[src/rtl/ext_mem_loader_pkg.sv]
// -----------------------------------------------------------------------------
// ext_mem_loader_pkg
// Shared definitions for the external memory loader:
//   - BYTE_W / WORD_W   : byte and word widths of the load and dump streams
//   - BYTES_PER_WORD    : bytes packed into (or unpacked from) one memory word
//   - state_e           : sequencer FSM states
// No ports (package).
// -----------------------------------------------------------------------------
package ext_mem_loader_pkg;

  localparam int BYTE_W         = 8;
  localparam int WORD_W         = 32;
  localparam int BYTES_PER_WORD = WORD_W / BYTE_W;

  typedef enum logic [2:0] {
    ST_IDLE = 3'd0,
    ST_LOAD = 3'd1,
    ST_RUN  = 3'd2,
    ST_RD   = 3'd3,
    ST_TX   = 3'd4,
    ST_DONE = 3'd5
  } state_e;

endpackage

[src/rtl/ext_mem_loader_byte_word_packer.sv]
// -----------------------------------------------------------------------------
// byte_word_packer
// Assembles a little-endian word from a stream of bytes: the first byte of a
// word ends up in bits [7:0]. When the last byte of a word is accepted,
// word_valid pulses for exactly one cycle with the assembled word on
// word_data (word_data then holds until the next word completes).
//
// Ports:
//   clk, arst_n  : clock, asynchronous active-low reset (drops partial word)
//   clear        : synchronous restart of the byte count and partial word
//   byte_valid   : a byte is transferred this cycle
//   byte_data    : the byte
//   last_byte    : the next accepted byte completes a word
//   word_valid   : one-cycle pulse, word_data holds a new word
//   word_data    : most recently completed word
// -----------------------------------------------------------------------------
module byte_word_packer
  import ext_mem_loader_pkg::*;
(
  input  logic              clk,
  input  logic              arst_n,
  input  logic              clear,
  input  logic              byte_valid,
  input  logic [BYTE_W-1:0] byte_data,
  output logic              last_byte,
  output logic              word_valid,
  output logic [WORD_W-1:0] word_data
);

  localparam int CNT_W = $clog2(BYTES_PER_WORD);

  logic [CNT_W-1:0]  count;
  logic [WORD_W-1:0] shift;
  logic [WORD_W-1:0] shift_next;

  // New bytes enter at the top and move down, so after a full word the first
  // byte sits in [7:0].
  assign shift_next = {byte_data, shift[WORD_W-1:BYTE_W]};
  assign last_byte  = (count == CNT_W'(BYTES_PER_WORD - 1));

  always_ff @(posedge clk or negedge arst_n) begin
    if (!arst_n) begin
      count      <= '0;
      shift      <= '0;
      word_valid <= 1'b0;
      word_data  <= '0;
    end else begin
      word_valid <= 1'b0;
      if (clear) begin
        count     <= '0;
        shift     <= '0;
        word_data <= '0;
      end else if (byte_valid) begin
        shift <= shift_next;
        // count wraps to 0 after the last byte of a word by design
        count <= count + CNT_W'(1);
        if (last_byte) begin
          word_valid <= 1'b1;
          word_data  <= shift_next;
        end
      end
    end
  end

endmodule

[src/rtl/ext_mem_loader.sv]
// -----------------------------------------------------------------------------
// ext_mem_loader
// Sequencer that loads a program into instruction memory, runs the processor
// for a fixed number of cycles, then streams data memory back out.
//
//   IDLE --start--> LOAD : bytes in, packed into words, written to imem
//   LOAD -----------> RUN  : after the last load word is written
//   RUN  -----------> RD   : after RUN_CYCLES cycles of cpu_enable
//   RD   -----------> TX   : one-cycle dmem read issued
//   TX   -----------> RD   : word sent as 4 bytes, more words remain
//   TX   -----------> DONE : last word sent
//   DONE --start--> LOAD : new sequence, counters and addresses cleared
//
// Handshakes: a byte moves on in_valid && in_ready (load side) and on
// out_valid && out_ready (dump side); the producer holds data stable while
// its valid is high and the other side is not ready.
//
// Optional feature (macro LOADER_CHECKSUM_EN): after the last dump word, TX
// sends 4 more bytes, the 32-bit wrap-around sum of all loaded words,
// little-endian; DONE follows the 4th checksum byte.
//
// Ports:
//   clk, arst_n              : clock, asynchronous active-low reset
//   start                    : begin a sequence (honoured in IDLE and DONE)
//   in_valid/in_ready/in_data: load byte stream
//   out_valid/out_ready/out_data : dump byte stream
//   imem_addr/imem_wen/imem_wdata : instruction memory write port (byte addr)
//   dmem_addr/dmem_ren/dmem_rdata : data memory read port, 1-cycle latency
//   cpu_enable               : processor enable, high only in RUN
//   busy / done              : sequence in progress / sequence complete
// The FSM register is the signal 'state'.
// -----------------------------------------------------------------------------
module ext_mem_loader
  import ext_mem_loader_pkg::*;
#(
  parameter int LOAD_WORDS = 128,
  parameter int RUN_CYCLES = 1024,
  parameter int DUMP_WORDS = 64
) (
  input  logic              clk,
  input  logic              arst_n,
  input  logic              start,
  input  logic              in_valid,
  output logic              in_ready,
  input  logic [BYTE_W-1:0] in_data,
  output logic              out_valid,
  input  logic              out_ready,
  output logic [BYTE_W-1:0] out_data,
  output logic [WORD_W-1:0] imem_addr,
  output logic              imem_wen,
  output logic [WORD_W-1:0] imem_wdata,
  output logic [WORD_W-1:0] dmem_addr,
  output logic              dmem_ren,
  input  logic [WORD_W-1:0] dmem_rdata,
  output logic              cpu_enable,
  output logic              busy,
  output logic              done
);

  // One spare bit so each counter can reach its parameter without wrapping.
  localparam int LW_W = $clog2(LOAD_WORDS) + 1;
  localparam int RC_W = $clog2(RUN_CYCLES) + 1;
  localparam int DW_W = $clog2(DUMP_WORDS) + 1;

  state_e state;
  state_e state_next;

  logic [LW_W-1:0]   load_cnt;
  logic              load_full;
  logic [RC_W-1:0]   run_cnt;
  logic [DW_W-1:0]   dump_cnt;
  logic [1:0]        byte_idx;
  logic [WORD_W-1:0] cap_word;
  logic              cap_pending;
  logic [WORD_W-1:0] tx_word;
  logic [BYTE_W-1:0] tx_byte;

  logic seq_start;
  logic in_fire;
  logic out_fire;
  logic last_word_written;
  logic run_last;
  logic dump_last;
  logic byte_last;

  logic              pk_last_byte;
  logic              pk_word_valid;
  logic [WORD_W-1:0] pk_word_data;

`ifdef LOADER_CHECKSUM_EN
  logic [WORD_W-1:0] cks_sum;
  logic              cks_phase;
`endif

  assign seq_start         = start && (state == ST_IDLE || state == ST_DONE);
  assign in_fire           = in_valid && in_ready;
  assign out_fire          = out_valid && out_ready;
  assign last_word_written = pk_word_valid && (load_cnt == LW_W'(LOAD_WORDS - 1));
  assign run_last          = (run_cnt == RC_W'(RUN_CYCLES - 1));
  assign dump_last         = (dump_cnt == DW_W'(DUMP_WORDS - 1));
  assign byte_last         = (byte_idx == 2'd3);

  byte_word_packer u_packer (
    .clk        (clk),
    .arst_n     (arst_n),
    .clear      (seq_start),
    .byte_valid (in_fire),
    .byte_data  (in_data),
    .last_byte  (pk_last_byte),
    .word_valid (pk_word_valid),
    .word_data  (pk_word_data)
  );

  assign imem_wen   = pk_word_valid;
  assign imem_wdata = pk_word_data;
  assign imem_addr  = WORD_W'({load_cnt, 2'b00});
  assign dmem_addr  = WORD_W'({dump_cnt, 2'b00});

  // The read issued in RD returns during the first TX cycle; that cycle
  // shows dmem_rdata directly and the word is captured at its end, so the
  // first byte is presented without an extra bubble.
`ifdef LOADER_CHECKSUM_EN
  assign tx_word = cks_phase   ? cks_sum    :
                   cap_pending ? dmem_rdata : cap_word;
`else
  assign tx_word = cap_pending ? dmem_rdata : cap_word;
`endif
  assign tx_byte = tx_word[{byte_idx, 3'b000} +: BYTE_W];

  always_ff @(posedge clk or negedge arst_n) begin
    if (!arst_n) begin
      state <= ST_IDLE;
    end else begin
      state <= state_next;
    end
  end

  always_comb begin
    state_next = state;
    in_ready   = 1'b0;
    out_valid  = 1'b0;
    out_data   = '0;
    dmem_ren   = 1'b0;
    cpu_enable = 1'b0;
    busy       = 1'b0;
    done       = 1'b0;
    case (state)
      ST_IDLE: begin
        if (start) state_next = ST_LOAD;
      end
      ST_LOAD: begin
        busy     = 1'b1;
        // Stop accepting once the last word's final byte is in; LOAD lasts
        // one more cycle while that word is written.
        in_ready = !load_full;
        if (last_word_written) state_next = ST_RUN;
      end
      ST_RUN: begin
        busy       = 1'b1;
        cpu_enable = 1'b1;
        if (run_last) state_next = ST_RD;
      end
      ST_RD: begin
        busy       = 1'b1;
        dmem_ren   = 1'b1;
        state_next = ST_TX;
      end
      ST_TX: begin
        busy      = 1'b1;
        out_valid = 1'b1;
        out_data  = tx_byte;
        if (out_ready && byte_last) begin
`ifdef LOADER_CHECKSUM_EN
          if (cks_phase)      state_next = ST_DONE;
          else if (dump_last) state_next = ST_TX;
          else                state_next = ST_RD;
`else
          if (dump_last) state_next = ST_DONE;
          else           state_next = ST_RD;
`endif
        end
      end
      ST_DONE: begin
        done = 1'b1;
        if (start) state_next = ST_LOAD;
      end
      default: state_next = ST_IDLE;
    endcase
  end

  always_ff @(posedge clk or negedge arst_n) begin
    if (!arst_n) begin
      load_cnt    <= '0;
      load_full   <= 1'b0;
      run_cnt     <= '0;
      dump_cnt    <= '0;
      byte_idx    <= '0;
      cap_word    <= '0;
      cap_pending <= 1'b0;
`ifdef LOADER_CHECKSUM_EN
      cks_sum     <= '0;
      cks_phase   <= 1'b0;
`endif
    end else if (seq_start) begin
      load_cnt    <= '0;
      load_full   <= 1'b0;
      run_cnt     <= '0;
      dump_cnt    <= '0;
      byte_idx    <= '0;
      cap_word    <= '0;
      cap_pending <= 1'b0;
`ifdef LOADER_CHECKSUM_EN
      cks_sum     <= '0;
      cks_phase   <= 1'b0;
`endif
    end else begin
      if (pk_word_valid) begin
        load_cnt <= load_cnt + LW_W'(1);
      end
      if (in_fire && pk_last_byte && (load_cnt == LW_W'(LOAD_WORDS - 1))) begin
        load_full <= 1'b1;
      end
`ifdef LOADER_CHECKSUM_EN
      if (pk_word_valid) begin
        cks_sum <= cks_sum + pk_word_data;
      end
`endif
      if (state == ST_RUN) begin
        run_cnt <= run_cnt + RC_W'(1);
      end
      if (state == ST_RD) begin
        cap_pending <= 1'b1;
      end
      if (state == ST_TX && cap_pending) begin
        cap_word    <= dmem_rdata;
        cap_pending <= 1'b0;
      end
      if (out_fire) begin
        // byte_idx wraps to 0 after byte 3 of each word by design
        byte_idx <= byte_idx + 2'd1;
        if (byte_last) begin
`ifdef LOADER_CHECKSUM_EN
          if (!cks_phase) begin
            if (dump_last) cks_phase <= 1'b1;
            else           dump_cnt  <= dump_cnt + DW_W'(1);
          end
`else
          if (!dump_last) dump_cnt <= dump_cnt + DW_W'(1);
`endif
        end
      end
    end
  end

endmodule

[config.mk]
export PLATFORM = sky130hd
export DESIGN_NAME = ext_mem_loader
export DESIGN_NICKNAME = d
export VERILOG_FILES = /design/src/rtl/ext_mem_loader_pkg.sv /design/src/rtl/ext_mem_loader_byte_word_packer.sv /design/src/rtl/ext_mem_loader.sv
export SDC_FILE = /design/constraint.sdc
export NUM_CORES = 1
export LEC_CHECK = 0
export BUFFER_PORTS_ARGS = -buffer_cell sky130_fd_sc_hd__buf_2
export CORE_ASPECT_RATIO = 1.1
export CORE_MARGIN = 5
export CORE_UTILIZATION = 25
export CTS_CLUSTER_DIAMETER = 40
export DETAILED_ROUTE_END_ITERATION = 6
export SYNTH_ARGS = -nofsm -noshare
export SYNTH_HDL_FRONTEND = slang
export SYNTH_HIERARCHICAL = 1
export SYNTH_SLANG_ARGS = --single-unit
[constraint.sdc]
create_clock -name clk -period 2.5 [get_ports clk]
set_input_delay 0.125 -clock clk [delete_from_list [all_inputs] [get_ports clk]]
set_output_delay 0.125 -clock clk [all_outputs]
set_load 0.01 [all_outputs]
Word level (Yosys, flattened, before mapping) --
Cells that the tools add are included.
Storage, ports and cells: flip-flop bits (word level) 132, logic and storage cells 99
Cells by class: $add $sub $neg 5, eq/ne operators 15, shifts and indexed selects 1, multiplexer cells 41, reduce and logical (&&, ||, !) cells 25
Operators by type and width (number):
- $mux W32 | 8
- $shiftx A32 B6 Y8 | 1
- $mux W7 | 4
- $mux W8 | 3
- $mux W11 | 2
- $reduce_bool A2 Y1 | 8
- $mux W3 | 5
- $pmux W3 S5 | 1
- $mux W1 | 14
- $add A11 B1 Y11 const B | 1
- $eq A11 B10 Y1 const B | 1
- $add A8 B1 Y8 const B | 1
- $eq A8 B7 Y1 const B | 1
- $logic_and A1 B1 Y1 | 8
- $mux W2 | 4
- $ne A2 B2 Y1 const B | 4
- $add A7 B1 Y7 const B | 1
- $eq A7 B6 Y1 const B | 1
- $eq A3 B2 Y1 const B | 2
- $eq A3 B3 Y1 const B | 2
- $add A2 B1 Y2 const B | 2
- $eq A2 B2 Y1 const B | 2
- $reduce_and A4 Y1 | 1
- $reduce_or A4 Y1 | 1
- other kinds (9) | 9

Depth between registers and ports, before layout --
word-level depth 7, mapped depth 9, depth with buffers taken out 6

Modules after synthesis --
The synthesis kept the hierarchy.
By module, submodules not included:
- ext_mem_loader | instances 1, cells each 404, area each 3877.5 um^2, sequential area each 1626.6 um^2
- byte_word_packer | instances 1, cells each 234, area each 2733.9 um^2, sequential area each 1476.4 um^2

Least setup slack after synthesis --
No wires, ideal clock.
path kind register to register, from register state[2], to register u_packer.shift[15], setup time 132 ps, arrival time 1846 ps, data required time 2368 ps, slack 523 ps, stages on the path, launching flop included 9, buffers on the path 3, clock period less this slack 1977 ps, cells stage by stage dfrtp_1 -> buf_6 -> or3b_2 -> nor2_1 -> and2_1 -> buf_6 -> buf_6 -> mux2i_1 -> nor2_1
Between the ends: cells in the longest elaborated chain, start to end 4, elaborated cells between the ends (all ways) 9, those cells by class 2 x eq/ne; 2 x mux; 5 x reduce/logical
RTL lines:
- start: declaration | line ext_mem_loader.sv:65 | state_e state;
- start signal: assignment | line ext_mem_loader.sv:134 | state <= state_next;
- $eq A3 B1 Y1 | line ext_mem_loader.sv:147 | case (state)
- $mux W1 | line ext_mem_loader.sv:147
- named net in_ready | line ext_mem_loader.sv:44 | output logic in_ready,
- $logic_and A1 B1 Y1 | line ext_mem_loader.sv:96 | assign in_fire = in_valid && in_ready;
- named net in_fire | line ext_mem_loader.sv:79 | logic in_fire;
- $reduce_bool A2 Y1 (no source line)
- end signal: assignment | line ext_mem_loader_byte_word_packer.sv:54 | shift <= shift_next;
- end: declaration | line ext_mem_loader_byte_word_packer.sv:33 | logic [WORD_W-1:0] shift;
The timed path passes the listed nets, and every way through them passes these cells. A chain may end at the register's enable or synchronous reset.

Worst setup path after layout --
from register byte_idx[0], to output out_data[7]
Between the ends: cells in the longest elaborated chain, start to end 2
RTL lines:
- start: declaration | line ext_mem_loader.sv:72 | logic [1:0] byte_idx;
- start signal: assignment | line ext_mem_loader.sv:240 | byte_idx <= byte_idx + 2'd1;
- $shiftx A32 B6 Y8 | line ext_mem_loader.sv:128 | assign tx_byte = tx_word[{byte_idx, 3'b000} +: BYTE_W];
- $mux W8 | line ext_mem_loader.sv:147
- end: declaration | line ext_mem_loader.sv:48 | output logic [BYTE_W-1:0] out_data,
Every way passes these cells.

==> impl_results.md <==
* Run status: complete, no violations
* Critical Path AT at ~2.1 ns
* Post-detailed-route count of antenna-violating nets at 0
* Postcts setup bufs at 0
* Global-route total usage across every layer at between 10% and 20%
* Core Region at 26,100 sq um
* Number of cell rows at 62
* Final core area utilization at 32.3%
* Leakage power total at between 3 and 4 nW
* Cell depth of the worst flop-to-flop path at 6
* Area enclosed by the die boundary at 29,800 sq um
* TritonCTS clock tree: built
* Instance count of the mapped netlist at 638
* Number of H-tree levels at 4
* Tcrit/Tclk final at 88.6%
* Residual DRC at 0
* Clock tree skew after final layout at between 0.01 and 0.015 ns
* Worst-case headroom to the max-slew limit at between 50% and 60%
* Half-perimeter wire length of the detailed placement result at 11.2 mm
* Maximum number of pins on one net before global-route repair at 56
* Non-Filler Instances at 1,142
* Number of placed instances with taps included at around 1,100
* Largest stage delay, worst path at 0.61 ns
* Number of buffers created by CTS at 17
* Via count at approximately 5,000
* R2R setup slack at 0.34 ns
* I/O pin count at 156
* Minimum period implied by the final worst setup slack at 2.21 ns
* Max stage delay cell, worst path: sky130_fd_sc_hd__mux4_2
* Routed length per placed instance at 14.8 um
* Critical path capture point type: output pin
* Slack of the critical path at 0.286 ns
* Die Span X at 165 um
* Number of failing setup endpoints in the final timing report at 0
* Count of max-cap constraint violations at 0
* Setup TNS at 0 ns
* Number of vias per cell after detailed routing at 4.37
* Commonest cells in the synthesized netlist: sky130_fd_sc_hd__dfrtp_1, sky130_fd_sc_hd__nand2_1, sky130_fd_sc_hd__nor2_1
* Worst path cell trace: buf_4, mux4_2, mux2i_1, nor2_1, buf_2
* Setup slack after placement at 0.368 ns
* Initial antenna violation count at 0
* Iteration-0 DRC count of the detailed router at 345
* Maximum fanout along the worst path at 17
* Placed standard-cell area at ~7400 sq um
* Cell area power density at 833 nW/um^2
* Startpoint of the worst register-to-register path: state[0]
* Critical path class: register to output pin
* Filler Cells Inserted at 2,672
* FF-to-FF End: u_packer/shift[13]
* Pins over their slew limit at 0
* Area growth, synth to finish at 27.2%
* First-pass DRT Iterations at 4
* Synthesized cell area at 6610 sq um
* Worst Max-Slew Pin Slew at 0.619 ns
* Number of flops mapped to enable cells by yosys at 0
* Worst path required time at between 2 and 2.5 ns
* Final net count at 827
* Most frequent cell after synthesis: sky130_fd_sc_hd__dfrtp_1
* Initial Utilization at around 25%
* Yosys warning total at 6
* Number of buffers on the longest clock path at 2
* Most used flip-flop cell after synthesis: sky130_fd_sc_hd__dfrtp_1
* Average size of a mapped cell at just over 10 sq um
* Number of storage elements in the synthesis netlist at between 100 and 150
* Achievable frequency at approximately 450 MHz
* Post_cts resized at 0
* Detailed Route WL at between 15 and 20 mm
* Clock-pin slew on the worst setup and hold paths at 0.06 ns
* Worst hold slack across all endpoints at 0.154 ns
* Skew-Pair Late Insertion Delay at 0.42 ns
* Layout Cell Area excl Fill at ~8400 sq um
* Kind of start point of the critical path: register
* Final hold violation count at 0
* IO Port Bufs at approximately 110
* Critical Path Start: byte_idx[0]
* Synth top area share at between 40% and 50%
* Clock sinks at between 100 and 150
* Layout cell share with drive strength beyond 1 at about a quarter
* Path type of the worst min-delay path: input pin to asynchronous set/reset pin
* Number of global-route vias before repair at 4,808
* Cell types with the largest area share after synthesis: sky130_fd_sc_hd__dfrtp_1, sky130_fd_sc_hd__buf_4, sky130_fd_sc_hd__mux4_2, sky130_fd_sc_hd__mux2i_1, sky130_fd_sc_hd__nand2_1
* Grt total ovfl at 0
* Gp weighted congestion at 0.743
* Die height at between 150 and 200 um
* Final total power at 7.00 mW
* Clock root buffer: sky130_fd_sc_hd__clkbuf_16
* Maximum VDD drop at roughly 0.35 mV
* Share of async-settable or async-resettable flops after synthesis at 100%
* Hold buffers post-CTS at 42
* Count of cell types in the netlist at 52
* Total inserted antenna cells at 0
* Wire length of the first global-routing pass at around 27 mm
* Cell type contributing the most total cell area after synthesis: sky130_fd_sc_hd__dfrtp_1
* Sequential-to-total area share from yosys stat at a little under half
* Unrepaired setup endpoints after global routing: no
[worst max-delay path by stage]
stage	endpoint	cells past startpoint
floorplan	u_packer/shift[15]	8
global placement	u_packer/shift[13]	6
detailed placement	u_packer/shift[13]	6
CTS	out_data[7]	5
global route	out_data[7]	5
finish	out_data[7]	5
[area by class of cell]
class	count	area [sq um]	area share [%]
Clock inverter	9	134	1.59
Sequential cell	124	3100	36.9
Multi-Input combinational cell	462	3010	35.8
Tap cell	352	440	5.24
Clock buffer	23	498	5.92
Inverter	5	31.3	0.372
Timing Repair Buffer	167	1200	14.2
[where the power goes]
| part | total [mW] | internal [mW] | switching (mW) |
|---|---|---|---|
| clock | 2.64 | 1.70 | 0.942 |
| combinational | 1.85 | 0.759 | 1.09 |
| sequential | 2.51 | 2.29 | 0.220 |
| total | 7.00 | 4.75 | 2.25 |
[layer usage]
metal / routed length [um] / part of all wire [%] / global-route usage (%)
met1: 7590 / 45 / 15.0
met2: 8100 / 48 / 17.8
met3: 908 / 5.4 / 2.97
met4: 270 / 1.6 / 3.86
met5: 0 / 0 / 0
[state kept, by name, summed over array words and instances, names as in the netlist]
name / cells
cap_pending: 1
cap_word: 32
state: 3
dump_cnt: 7
u_packer/word_valid: 1
u_packer/shift: 24
load_full: 1
byte_idx: 2
load_cnt: 8
u_packer/word_data: 32
u_packer/count: 2
run_cnt: 11
[cells in the final DEF, fill, tap and decap left out, types with 4 or more instances in the layout]
cell and instances:
sky130_fd_sc_hd__clkinvlp_4 4, sky130_fd_sc_hd__xnor2_1 8, sky130_fd_sc_hd__a21oi_2 17, sky130_fd_sc_hd__ha_1 4
sky130_fd_sc_hd__buf_4 12, sky130_fd_sc_hd__buf_12 8, sky130_fd_sc_hd__mux2i_1 35, sky130_fd_sc_hd__nand3_1 42
sky130_fd_sc_hd__conb_1 49, sky130_fd_sc_hd__nor2_1 57, sky130_fd_sc_hd__clkbuf_16 17, sky130_fd_sc_hd__mux4_2 16
sky130_fd_sc_hd__o21ai_0 5, sky130_fd_sc_hd__a21oi_1 54, sky130_fd_sc_hd__nand4_1 6, sky130_fd_sc_hd__clkbuf_8 5
sky130_fd_sc_hd__and3_1 4, sky130_fd_sc_hd__a21bo_1 31, sky130_fd_sc_hd__xor2_1 11, sky130_fd_sc_hd__nand2_1 83
sky130_fd_sc_hd__dfrtp_1 124, sky130_fd_sc_hd__dlygate4sd3_1 42, sky130_fd_sc_hd__buf_2 105, sky130_fd_sc_hd__or3_1 5
[logic make-up (layout without fill, tap and decap cells)]
group | count (synthesis) | in the layout | synth area share (%)
other | 1 | 49 | 0.0567
multiplexers | 52 | 52 | 10.9
adder cells (fa/ha/maj) | 5 | 5 | 0.946
XOR/XNOR | 19 | 19 | 2.52
flip-flops | 124 | 124 | 46.9
AO/OA/AOI/OAI | 123 | 123 | 13.6
AND/OR/NAND/NOR | 214 | 214 | 14.6
buffers and inverters | 100 | 204 | 10.4
[critical path, delay by kind of cell, from the launching register on]
family	cells	cell delay, ns
buffers and inverters	2	0.49
flip-flops	1	0.35
AND/OR/NAND/NOR	1	0.07
multiplexers	2	0.76
(Power assumes the default switching activity.)
